## config.mk

```make
export PLATFORM = sky130hd
export DESIGN_NAME = xnor_serializer_flat
export DESIGN_NICKNAME = d
export VERILOG_FILES = /design/src/rtl/xnor_serializer_if.sv /design/src/rtl/xnor_serializer.sv /design/src/flat_wrapper.sv
export SDC_FILE = /design/constraint.sdc
export NUM_CORES = 1
export LEC_CHECK = 0
export ABC_AREA = 1
export BUFFER_PORTS_ARGS = -buffer_cell sky130_fd_sc_hd__buf_2
export CAP_MARGIN = 5
export CORE_MARGIN = 1
export CORE_UTILIZATION = 40
export DETAILED_ROUTE_END_ITERATION = 10
export PLACE_DENSITY_LB_ADDON = 0.25
export SYNTH_ARGS = -nofsm -noshare
export SYNTH_HDL_FRONTEND = slang
export SYNTH_SLANG_ARGS = --single-unit
```

## constraint.sdc

```tcl
create_clock -name clk -period 1.7 [get_ports clk]
set_input_delay 0.425 -clock clk [delete_from_list [all_inputs] [get_ports clk]]
set_output_delay 0.425 -clock clk [all_outputs]
set_load 0.02 [all_outputs]
```

## src/rtl/xnor_serializer_if.sv

```systemverilog
`default_nettype none
// ============================================================================
//  Module      : xnor_serializer_if
//  Description : Handshake and serial-output bundle between the XNOR
//                serializer and its neighbours (upstream vector source on
//                the master side, serializer on the slave side).
//  Revision    : 1.0 - initial release
// ============================================================================
interface xnor_serializer_if #(
  parameter int N = 4
);
  logic         in_valid;
  logic         in_ready;
  logic [N-1:0] x_in;
  logic [N-1:0] w_in;
  logic         data_out;
  logic         put;
  logic         last;
  logic         done;
  logic         busy;

  // Upstream source / observer side
  modport master (
    output in_valid, x_in, w_in,
    input  in_ready, data_out, put, last, done, busy
  );

  // Serializer side
  modport slave (
    input  in_valid, x_in, w_in,
    output in_ready, data_out, put, last, done, busy
  );
endinterface
`default_nettype wire

```

## src/rtl/xnor_serializer.sv

```systemverilog
`default_nettype none
// ============================================================================
//  Module      : xnor_serializer
//  Description : Accepts an N-bit activation/weight pair, forms the bitwise
//                XNOR and streams it one bit per cycle with an active-low
//                put qualifier, a last flag and a done pulse.
//                Optional build macro: XNOR_SER_MSB_FIRST_EN
//                  defined   -> bits stream MSB first (left shift)
//                  undefined -> bits stream LSB first (right shift)
//  Revision    : 1.0 - initial release
// ============================================================================
module xnor_serializer #(
  parameter int N = 4
) (
  input  wire logic        clk,
  input  wire logic        rst,
  xnor_serializer_if.slave bus
);

  localparam int CW = $clog2(N + 1);
  localparam logic [CW-1:0] c_last_cnt = CW'(N - 1);

  typedef enum logic [1:0] {
    S_IDLE  = 2'd0,
    S_SHIFT = 2'd1,
    S_DONE  = 2'd2
  } state_t;

  state_t          r_state;
  logic [N-1:0]    r_sr;
  logic [CW-1:0]   r_cnt;
  logic            r_in_ready;
  logic            r_data_out;
  logic            r_put;
  logic            r_last;
  logic            r_done;
  logic            r_busy;

  logic [N-1:0]    w_xnor;
  logic [N-1:0]    w_sr_shift;
  logic            w_first_bit;
  logic            w_next_bit;
  logic [CW-1:0]   w_cnt_inc;
  logic            w_accept;

  assign w_xnor    = ~(bus.x_in ^ bus.w_in);
  assign w_cnt_inc = r_cnt + CW'(1);
  assign w_accept  = bus.in_valid & r_in_ready;

`ifdef XNOR_SER_MSB_FIRST_EN
  assign w_sr_shift  = r_sr << 1;
  assign w_first_bit = w_xnor[N-1];
  assign w_next_bit  = w_sr_shift[N-1];
`else
  assign w_sr_shift  = r_sr >> 1;
  assign w_first_bit = w_xnor[0];
  assign w_next_bit  = w_sr_shift[0];
`endif

  // Control FSM plus datapath; every output is a register so the
  // downstream accumulator never sees a path from our inputs. The
  // presented bit is preloaded so data_out always equals the head of r_sr.
  always_ff @(posedge clk or posedge rst) begin
    if (rst) begin
      r_state    <= S_IDLE;
      r_sr       <= '0;
      r_cnt      <= '0;
      r_in_ready <= 1'b1;
      r_data_out <= 1'b0;
      r_put      <= 1'b1;
      r_last     <= 1'b0;
      r_done     <= 1'b0;
      r_busy     <= 1'b0;
    end else begin
      case (r_state)
        S_IDLE: begin
          r_done <= 1'b0;
          if (w_accept) begin
            r_state    <= S_SHIFT;
            r_sr       <= w_xnor;
            r_cnt      <= '0;
            r_put      <= 1'b0;
            r_data_out <= w_first_bit;
            r_last     <= (c_last_cnt == '0);
            r_busy     <= 1'b1;
            r_in_ready <= 1'b0;
          end
        end
        S_SHIFT: begin
          r_sr  <= w_sr_shift;
          r_cnt <= w_cnt_inc;
          if (r_cnt == c_last_cnt) begin
            r_state    <= S_DONE;
            r_put      <= 1'b1;
            r_data_out <= 1'b0;
            r_last     <= 1'b0;
            r_done     <= 1'b1;
          end else begin
            r_data_out <= w_next_bit;
            r_last     <= (w_cnt_inc == c_last_cnt);
          end
        end
        S_DONE: begin
          r_state    <= S_IDLE;
          r_done     <= 1'b0;
          r_busy     <= 1'b0;
          r_in_ready <= 1'b1;
        end
        default: begin
          r_state    <= S_IDLE;
          r_put      <= 1'b1;
          r_data_out <= 1'b0;
          r_last     <= 1'b0;
          r_done     <= 1'b0;
          r_busy     <= 1'b0;
          r_in_ready <= 1'b1;
        end
      endcase
    end
  end

  assign bus.in_ready = r_in_ready;
  assign bus.data_out = r_data_out;
  assign bus.put      = r_put;
  assign bus.last     = r_last;
  assign bus.done     = r_done;
  assign bus.busy     = r_busy;

endmodule
`default_nettype wire

```

## src/flat_wrapper.sv

```systemverilog
// flat-port wrapper written by rule: the top's interface ports become plain ports
module xnor_serializer_flat 
#(
  parameter int N = 4
)
  (clk, rst, bus_in_valid, bus_x_in, bus_w_in, bus_in_ready, bus_data_out, bus_put, bus_last, bus_done, bus_busy);
  xnor_serializer_if #(.N(N)) bus_i ();
  input  wire logic clk;
  input  wire logic rst;
  input wire logic [$bits(bus_i.in_valid)-1:0] bus_in_valid;
  input wire logic [$bits(bus_i.x_in)-1:0] bus_x_in;
  input wire logic [$bits(bus_i.w_in)-1:0] bus_w_in;
  output wire logic [$bits(bus_i.in_ready)-1:0] bus_in_ready;
  output wire logic [$bits(bus_i.data_out)-1:0] bus_data_out;
  output wire logic [$bits(bus_i.put)-1:0] bus_put;
  output wire logic [$bits(bus_i.last)-1:0] bus_last;
  output wire logic [$bits(bus_i.done)-1:0] bus_done;
  output wire logic [$bits(bus_i.busy)-1:0] bus_busy;
  assign bus_i.in_valid = bus_in_valid;
  assign bus_i.x_in = bus_x_in;
  assign bus_i.w_in = bus_w_in;
  assign bus_in_ready = bus_i.in_ready;
  assign bus_data_out = bus_i.data_out;
  assign bus_put = bus_i.put;
  assign bus_last = bus_i.last;
  assign bus_done = bus_i.done;
  assign bus_busy = bus_i.busy;
  xnor_serializer #(.N(N)) u_core (.clk(clk), .rst(rst), .bus(bus_i));
endmodule
```

After elaboration in Yosys (flattened, before gate mapping)

Cells that the tools add are included.

Flip-flop bits (word level): 15
Input port bits: 11
Word-level logic and storage cells: 47

$add $sub $neg: 1
Eq/ne operators: 6
Mux-type cells: 19
Bitwise gates (word level): 5
Reduce and logical (&&, ||, !) cells: 7

Operator list:

| operator                                                        | number |
|---|---|
| 1-bit one-hot mux with 3 select lines                           | 3 |
| 4-bit one-hot mux with 2 select lines                           | 1 |
| 2-bit AND reduction                                             | 4 |
| 1-bit two-way mux                                               | 7 |
| 3-bit by 2-bit == test with 1-bit output, second input constant | 2 |
| 3-bit one-hot mux with 2 select lines                           | 1 |
| 2-bit two-way mux                                               | 2 |
| 4-bit two-way mux                                               | 1 |
| 2-bit by 1-bit != test with 1-bit output, second input constant | 2 |
| 4-bit inverter                                                  | 1 |
| 1-bit one-hot mux with 2 select lines                           | 2 |
| 2-bit one-hot mux with 2 select lines                           | 1 |
| 4-bit XOR                                                       | 1 |
| 3-bit by 1-bit adder with 3-bit output, second input constant   | 1 |
| 3-bit two-way mux                                               | 1 |
| 3-bit AND reduction                                             | 1 |
| 2-bit by 1-bit == test with 1-bit output, second input constant | 1 |
| 2-bit == test, second input constant                            | 1 |
| 2-bit zero test                                                 | 1 |
| 1-bit inverter                                                  | 2 |
| 2-bit nonzero test                                              | 1 |
| 1-bit AND                                                       | 1 |

Logic depth before layout (Yosys ltp)

Gate-level depths: netlist of run 1.

Depth after elaboration: 4
Mapped depth: 7
Depth with buffers taken out: 7

Least setup slack after synthesis of run 1

OpenSTA, ideal clock, no wires.

Kind: register to register
Start point: register u_core.r_cnt[1]
End point: register u_core.r_cnt[2]
Library setup time: 74 ps
Arrival: 1,101 ps
Required time: 1,626 ps
Path slack: 525 ps
Cell stages (with the launch flop): 5
Clock period less this slack: 1,175 ps
Cell sequence: dfrtp_1 -> ha_1 -> ha_1 -> or2_1 -> o21ai_2

Cells in the longest elaborated chain, start to end: 2

RTL lines:

| what                                   | line                  | text |
|---|---|---|
| start, declared                        | xnor_serializer.sv:31 | `logic [CW-1:0] r_cnt;` |
| start signal, assigned                 | xnor_serializer.sv:91 | `r_cnt <= w_cnt_inc;` |
| 3-bit by 1-bit adder with 3-bit output | xnor_serializer.sv:47 | `assign w_cnt_inc = r_cnt + CW'(1);` |
| 3-bit one-hot mux with 2 select lines  | xnor_serializer.sv:75 | `case (r_state)` |

Every way passes these cells.
A chain may end at the register's enable or synchronous reset.

Worst setup path after layout of run 1

Start point: register u_core.r_in_ready (netlist: u_core.bus.in_ready)
End point: output port bus_in_ready

RTL lines:

| what                   | line                   | text |
|---|---|---|
| start, declared        | xnor_serializer.sv:32  | `logic r_in_ready;` |
| start signal, assigned | xnor_serializer.sv:68  | `r_in_ready <= 1'b1;` |
| start signal, assigned | xnor_serializer.sv:86  | `r_in_ready <= 1'b0;` |
| start signal, assigned | xnor_serializer.sv:107 | `r_in_ready <= 1'b1;` |
| end, declared          | flat_wrapper.sv:13     | `output wire logic [$bits(bus_i.in_ready)-1:0] bus_in_ready;` |

No word-level cell between the ends.

==> results.toml, run 1 <==
[critical_path]
critical-path-top-delay-family = "flip-flops"
worst_r2r_startpoint = "u_core.r_cnt[1]"
crit_path_cell_trace = "buf_2"
worst-path-buf-inv = 1
timing.critical_path.from = "u_core.bus.in_ready"
worst_path_largest_cell_delay_ns = 0.54
cp-start-kind = "flip-flop"
worstPathArrival_ns = 0.98
slowest_stage = "sky130_fd_sc_hd__dfstp_2"
worst-path-max-fanout = 3
reg2reg_depth = 4
worst_r2r_endpoint = "u_core.r_cnt[2]"
worst_setup_path_end_kind = "output port"
critPathKind = "reg -> out"
regToRegSetupSlack_ns = 0.46
crit_cells = 1
worst-endpoint-required_ns = 1.27
worstSetupEndpoint = "bus_in_ready"

[routing]
met3WireLength_um = 84
topRoutingLayerUsed = "met4"
dr_wl_met2_um = 538
totalWireLength_mm = 1.20
route.detailed.vias_per_inst = 4.82
detailedRoute.firstPassIterationCount = 7
drt_drc_violations_left = 3
detailed_router_s_first_iteration_violation_count = 9
antenna_left = 0
drt-wirelength-per-cell_um = 10.2
wl_met1_um = 541
num_vias = 569

[pwr]
share_clk_of_total_power_pct = 16.7
sw_frac_of_total_pct = 41.3
p_int_w = 0.000831
switchingPower_w = 0.000586
p_leak_nw = 0.462
seq_power_share_pct = 39.0
powerDensity_mw_per_mm2 = 1720
power_frac_comb_pct = 44.2
vdd_drop_max_mv = 0.752

[floorplan]
total_die_area_mm2 = 0.00189
design.core.area_mm2 = 0.00156
dieHeight_um = 43.5
pin_count = 17
starting_density_pct = 44.2
fp-row-count = 14
die_w_um = 43.5

[sta]
drv_slew = 0
fin_tns_setup_ns = 0
final.period_utilization_pct = 82.8
grt_setup_unrepaired = "false"
max_freq_ghz = 0.711
timing.max_slew.rel_slack_pct = 64.5
setup-violations-final = 0
timing.hold.ws_ns = 0.161
worst-slew-pin-transition_ns = 0.532
final_report_hold_violation_count = 0
period_minus_slack_ns = 1.41
clock-skew-final_ns = 0.00191

[clock_tree]
cts_max_level = 1
clkSlewWorstSetupHoldPaths_ns = 0.08
worstSkewPairLatency_ns = 0.28
tritoncts.num_buffers = 3
post_cts.resized_instances = 0
clock_tree.buffer_depth = 2
cts_root_buf = "sky130_fd_sc_hd__clkbuf_4"
post-cts-setup-buffer-count = 0
cts_hold_repair.buffers = 0
clock-sinks = 14
cts_tree = "done"

[logic_synthesis]
ys.warnings.count = 0
yosys_register_bits = 14
synth_area_per_cell_um2 = 8.41
synth_cell_type_count = 19
synthCells = 82
synth_nets = 96
synth_area_um2 = 689
yosysSeqAreaShare_pct = 51.2

[layout]
multiInputGateArea_um2 = 284
final_util_pct = 53.0
design_area_um2 = 826
number_of_inserted_diodes = 0
area_growth_syn_to_layout_pct = 19.8
n_fill_cell = 155
final_layout_size_suffix_gt1_share_pct = 28.4
regArea_um2 = 353
nets_final = 117
final_cell_count_without_fillers = 118

[grt]
gr-usage-all-layers_pct = 15.8
grt_antenna_before_repair = 0
wire_length_of_the_first_global_routing_pass_mm = 2.12
first_global_vias = 515
largest_net_degree_at_the_start_of_global_routing = 15
globalRouteOverflowTotal = 0

[place]
gpl.final_weighted_congestion = 0.739
port_buffers = 16
dpl.cell_count = 114
place.detailed.hpwl_um = 939
placedInstanceArea_um2 = 790

[run_status]
run_status = "finished, violations left"
failed_checks = "design-rule violations"

[run]
drv.max_cap_violation_count = 0

[worst_hold_path]
hold_path_class = "in -> async"
==> cells in the final DEF (no fill, tap or decap), types with 2 or more instances in the layout <==
master,synthesis,final
sky130_fd_sc_hd__nor2_1,8,8
sky130_fd_sc_hd__inv_2,3,3
sky130_fd_sc_hd__inv_1,11,11
sky130_fd_sc_hd__nand2_1,23,23
sky130_fd_sc_hd__dfrtp_1,12,12
sky130_fd_sc_hd__ha_1,3,3
sky130_fd_sc_hd__xnor2_1,3,3
sky130_fd_sc_hd__dfstp_2,2,2
sky130_fd_sc_hd__nand2_2,2,2
sky130_fd_sc_hd__nand3_1,6,6
sky130_fd_sc_hd__buf_2,0,16
sky130_fd_sc_hd__clkbuf_4,0,3
==> cells in the mapped netlist <==
| cell type | n | share of area, % |
|---|---|---|
| sky130_fd_sc_hd__nor2_1 | 8 | 4.4 |
| sky130_fd_sc_hd__a21oi_1 | 1 | 0.73 |
| sky130_fd_sc_hd__nor2_4 | 1 | 1.6 |
| sky130_fd_sc_hd__o21ai_2 | 1 | 1.3 |
| sky130_fd_sc_hd__inv_1 | 11 | 6.0 |
| sky130_fd_sc_hd__or2_1 | 1 | 0.91 |
| sky130_fd_sc_hd__o21ai_0 | 1 | 0.73 |
| sky130_fd_sc_hd__xnor2_1 | 3 | 3.8 |
| sky130_fd_sc_hd__ha_1 | 3 | 5.4 |
| sky130_fd_sc_hd__dfstp_2 | 2 | 7.6 |
| sky130_fd_sc_hd__dfrtp_1 | 12 | 44 |
| sky130_fd_sc_hd__o211ai_1 | 1 | 1.1 |
| sky130_fd_sc_hd__nand2_2 | 2 | 1.8 |
| sky130_fd_sc_hd__nand3_1 | 6 | 4.4 |
| sky130_fd_sc_hd__o21ai_1 | 1 | 0.73 |
| sky130_fd_sc_hd__o22ai_1 | 1 | 0.91 |
| sky130_fd_sc_hd__inv_2 | 3 | 1.6 |
| sky130_fd_sc_hd__nand2_1 | 23 | 13 |
| sky130_fd_sc_hd__or2_0 | 1 | 0.91 |
==> cell families after synthesis <==
logic type / share of synthesized area (%)
buffers and inverters: 7.62
flip-flops: 51.2
XOR/XNOR: 3.81
adder cells (fa/ha/maj): 5.45
AO/OA/AOI/OAI: 5.44
AND/OR/NAND/NOR: 26.5
==> power groups by stage <==
stage	registers (W)	clock network (W)	logic, W
floorplan	0.000620	0	0.000408
global placement	0.000553	0	0.000628
detailed placement	0.000561	0	0.000636
CTS	0.000555	0.000247	0.000639
global route	0.000573	0.000275	0.000708
finish	0.000553	0.000237	0.000627
==> sequential cells by signal, indices dropped and copies added (netlist names) <==
| register | flops |
|---|---|
| u_core.bus.busy | 1 |
| u_core.bus.data_out | 1 |
| u_core.bus.done | 1 |
| u_core.bus.in_ready | 1 |
| u_core.bus.last | 1 |
| u_core.bus.put | 1 |
| u_core.r_cnt | 3 |
| u_core.r_sr | 3 |
| u_core.r_state | 2 |
==> cell type report <==
type / count / area share, %
sequential: 14 / 42.7
tap: 16 / 2.42
clock buffer: 4 / 4.39
inverter: 14 / 6.36
timing repair buffer: 16 / 9.70
multi-input combinational: 54 / 34.4
==> stage by stage <==
stage,power [W],worst slack (ns)
6_report,0.00142,0.293
5_1_grt,0.00156,0.242
4_1_cts,0.00144,0.284
3_5_place_dp,0.00120,0.477
3_3_place_gp,0.00118,0.513
2_1_floorplan,0.00103,0.525
==> worst reg2reg max path, cell delays in order, from the launching register on <==
cell,delay (ns)
sky130_fd_sc_hd__dfrtp_1,0.41
sky130_fd_sc_hd__ha_1,0.20
sky130_fd_sc_hd__ha_1,0.28
sky130_fd_sc_hd__or2_1,0.24
sky130_fd_sc_hd__o21ai_2,0.05
==> worst min-delay path by stage <==
stage / startpoint / endpoint / slack (ns) / cells after the start
global placement: u_core.bus.put / u_core.bus.put / 0.46 / 2
detailed placement: u_core.bus.put / u_core.bus.put / 0.46 / 2
global route: rst / u_core.r_sr[2] / 0.19 / 2
CTS: rst / u_core.r_sr[3] / 0.18 / 2
floorplan: rst / u_core.bus.busy / 0.31 / 1
finish: rst / u_core.r_sr[3] / 0.16 / 2
==> routing by layer <==
metal / GRT usage [%] / vias to the layer above
met3: 6.25 / 5
met1: 19.8 / 252
met4: 9.38 / 0
met5: 0 / -
li1: - / 290
met2: 23.0 / 22
No activity file was read; power rests on OpenSTA's default activity.
==> inputs of run 2 (changes only) <==
- clock period: 1.7 -> 1.3 ns (I/O delays scaled with it)
==> results.toml, run 2 (synthesized netlist as in run 1, its figures left out) <==
[pwr]
powerDensity_mw_per_mm2 = 2280
total_power_w = 0.00196
share_clk_of_total_power_pct = 16.2
power_frac_comb_pct = 46.5
sw_frac_of_total_pct = 40.8
switchingPower_w = 0.000797
vdd_drop_max_mv = 1.38
p_int_w = 0.00116
seq_power_share_pct = 37.3
p_leak_nw = 0.477

[clock_tree]
clkSlewWorstSetupHoldPaths_ns = 0.09
cts_root_buf = "sky130_fd_sc_hd__clkbuf_4"
worstSkewPairLatency_ns = 0.28
tritoncts.num_buffers = 3
clock-sinks = 14
cts_max_level = 1
clock_tree.buffer_depth = 2
cts_tree = "done"
cts_hold_repair.buffers = 0

[critical_path]
worst-path-buf-inv = 1
worstPathArrival_ns = 0.95
crit_path_cell_trace = "buf_6"
worst_setup_path_end_kind = "output port"
critical-path-top-delay-family = "flip-flops"
regToRegSetupSlack_ns = 0.08
cp-start-kind = "flip-flop"
critPathKind = "reg -> out"
worst-path-max-fanout = 3
worst-endpoint-required_ns = 0.98
worst_path_largest_cell_delay_ns = 0.56
worst_r2r_endpoint = "u_core.r_cnt[2]"
slowest_stage = "sky130_fd_sc_hd__dfstp_2"
reg2reg_depth = 4
worst_r2r_startpoint = "u_core.r_cnt[1]"

[floorplan]
pin_count = 17
design.core.area_mm2 = 0.00156
starting_density_pct = 44.2
die_w_um = 43.5
dieHeight_um = 43.5
total_die_area_mm2 = 0.00189
fp-row-count = 14

[sta]
final_critical_path_setup_slack_ns = 0.0213
setup-violations-final = 0
period_minus_slack_ns = 1.28
drv_slew = 0
grt_setup_unrepaired = "true"
max_freq_ghz = 0.782
clock-skew-final_ns = 0.00602
timing.hold.ws_ns = 0.0582
final_report_hold_violation_count = 0
worst-slew-pin-transition_ns = 0.523
timing.max_slew.rel_slack_pct = 65.1
final.period_utilization_pct = 98.4

[run]
drv.max_cap_violation_count = 0

[routing]
detailed_router_s_first_iteration_violation_count = 10
totalWireLength_mm = 1.21
route.detailed.vias_per_inst = 4.63
num_vias = 556
antenna_left = 0
detailedRoute.firstPassIterationCount = 7
drt-wirelength-per-cell_um = 10.1
drt_drc_violations_left = 3

[layout]
number_of_inserted_diodes = 0
nets_final = 119
reg.largest.list = "u_core.r_cnt: 3 flops, u_core.r_sr: 3 flops, u_core.r_state: 2 flops"
final_layout_size_suffix_gt1_share_pct = 30.8
final_common_cell = "sky130_fd_sc_hd__nand2_1"
n_fill_cell = 156
area_growth_syn_to_layout_pct = 24.1
most-common-layout-cells = "22 x sky130_fd_sc_hd__nand2_1, 14 x sky130_fd_sc_hd__buf_2, 12 x sky130_fd_sc_hd__dfrtp_1"

[run_status]
failed_checks = "design-rule violations"
run_status = "finished, violations left"

[grt]
globalRouteOverflowTotal = 0
grt_antenna_before_repair = 0
largest_net_degree_at_the_start_of_global_routing = 15
wire_length_of_the_first_global_routing_pass_mm = 2.16
first_global_vias = 541
gr-usage-all-layers_pct = 16.0

[place]
place.detailed.hpwl_um = 921
gpl.final_weighted_congestion = 0.739
placement_setup_slack_ns = 0.0839
port_buffers = 16

[worst_hold_path]
hold_path_class = "in -> async"
run 2: cell types whose count changed in the layout (fill, tap and decap cells not counted), sizes merged:
cell / previous run / this run
buf: 16 / 18
run 2: how the worst max path moves through the flow:
stage	slack [ns]	endpoint	startpoint	depth (start not counted)
global placement	0.11	u_core.r_cnt[2]	u_core.r_cnt[1]	4
floorplan	0.12	u_core.r_cnt[2]	u_core.r_cnt[1]	4
global route	-0.02	bus_in_ready	u_core.bus.in_ready	1
finish	0.02	bus_in_ready	u_core.bus.in_ready	1
CTS	0.01	bus_in_ready	u_core.bus.in_ready	1
detailed placement	0.08	u_core.r_cnt[2]	u_core.r_cnt[1]	4
run 2: metrics by stage:
step,cells,TNS [ns],cell area [um^2],utilization [%]
final,120,0,856,54.9
after global routing,120,-0.0234,856,54.9
after CTS,118,0,835,53.5
after detailed placement,114,0,790,50.6
after global placement,114,0,790,50.6
after floorplan,82,0,689,-
run 2: worst reg2reg max path: cells and delay by family (launching register included):
| kind | cells | cell delay, ns |
|---|---|---|
| DFF | 1 | 0.40 |
| AOI/OAI and AO/OA | 1 | 0.05 |
| and+or+nand+nor | 1 | 0.24 |
| adders and majority gates | 2 | 0.47 |
run 2: what timing repair did:
| item | in CTS | in global routing |
|---|---|---|
| pin swaps | 0 | 1 |
| cloned | 0 | 0 |
| setup endpoints to repair | 2 | 3 |
| buffers inserted | 0 | 2 |
| gates resized for setup | 3 | 2 |
run 2: layout make-up:
cell class	count	area [um^2]	share of cell area [%]
multi-input cells	54	287	33.5
flip-flops and latches	14	353	41.2
well taps	16	20.0	2.34
repair buffers	18	108	12.6
inverters	14	52.6	6.14
clock buffers	4	36.3	4.24
run 2: power by group through the flow:
stage,combinational (W),clock [W],sequential [W]
2_1_floorplan,0.000534,0,0.000811
5_1_grt,0.00103,0.000348,0.000752
3_3_place_gp,0.000821,0,0.000723
6_report,0.000908,0.000317,0.000730
3_5_place_dp,0.000834,0,0.000733
4_1_cts,0.000861,0.000326,0.000729
run 2: per-layer routing:
metal  wire [um]  GRT usage [%]  vias to the layer above
met1         560           20.0                      243
met4           0           3.75                        0
met2         573           25.2                       19
met5           0              0                        -
met3          74           7.50                        0
li1            -              -                      294
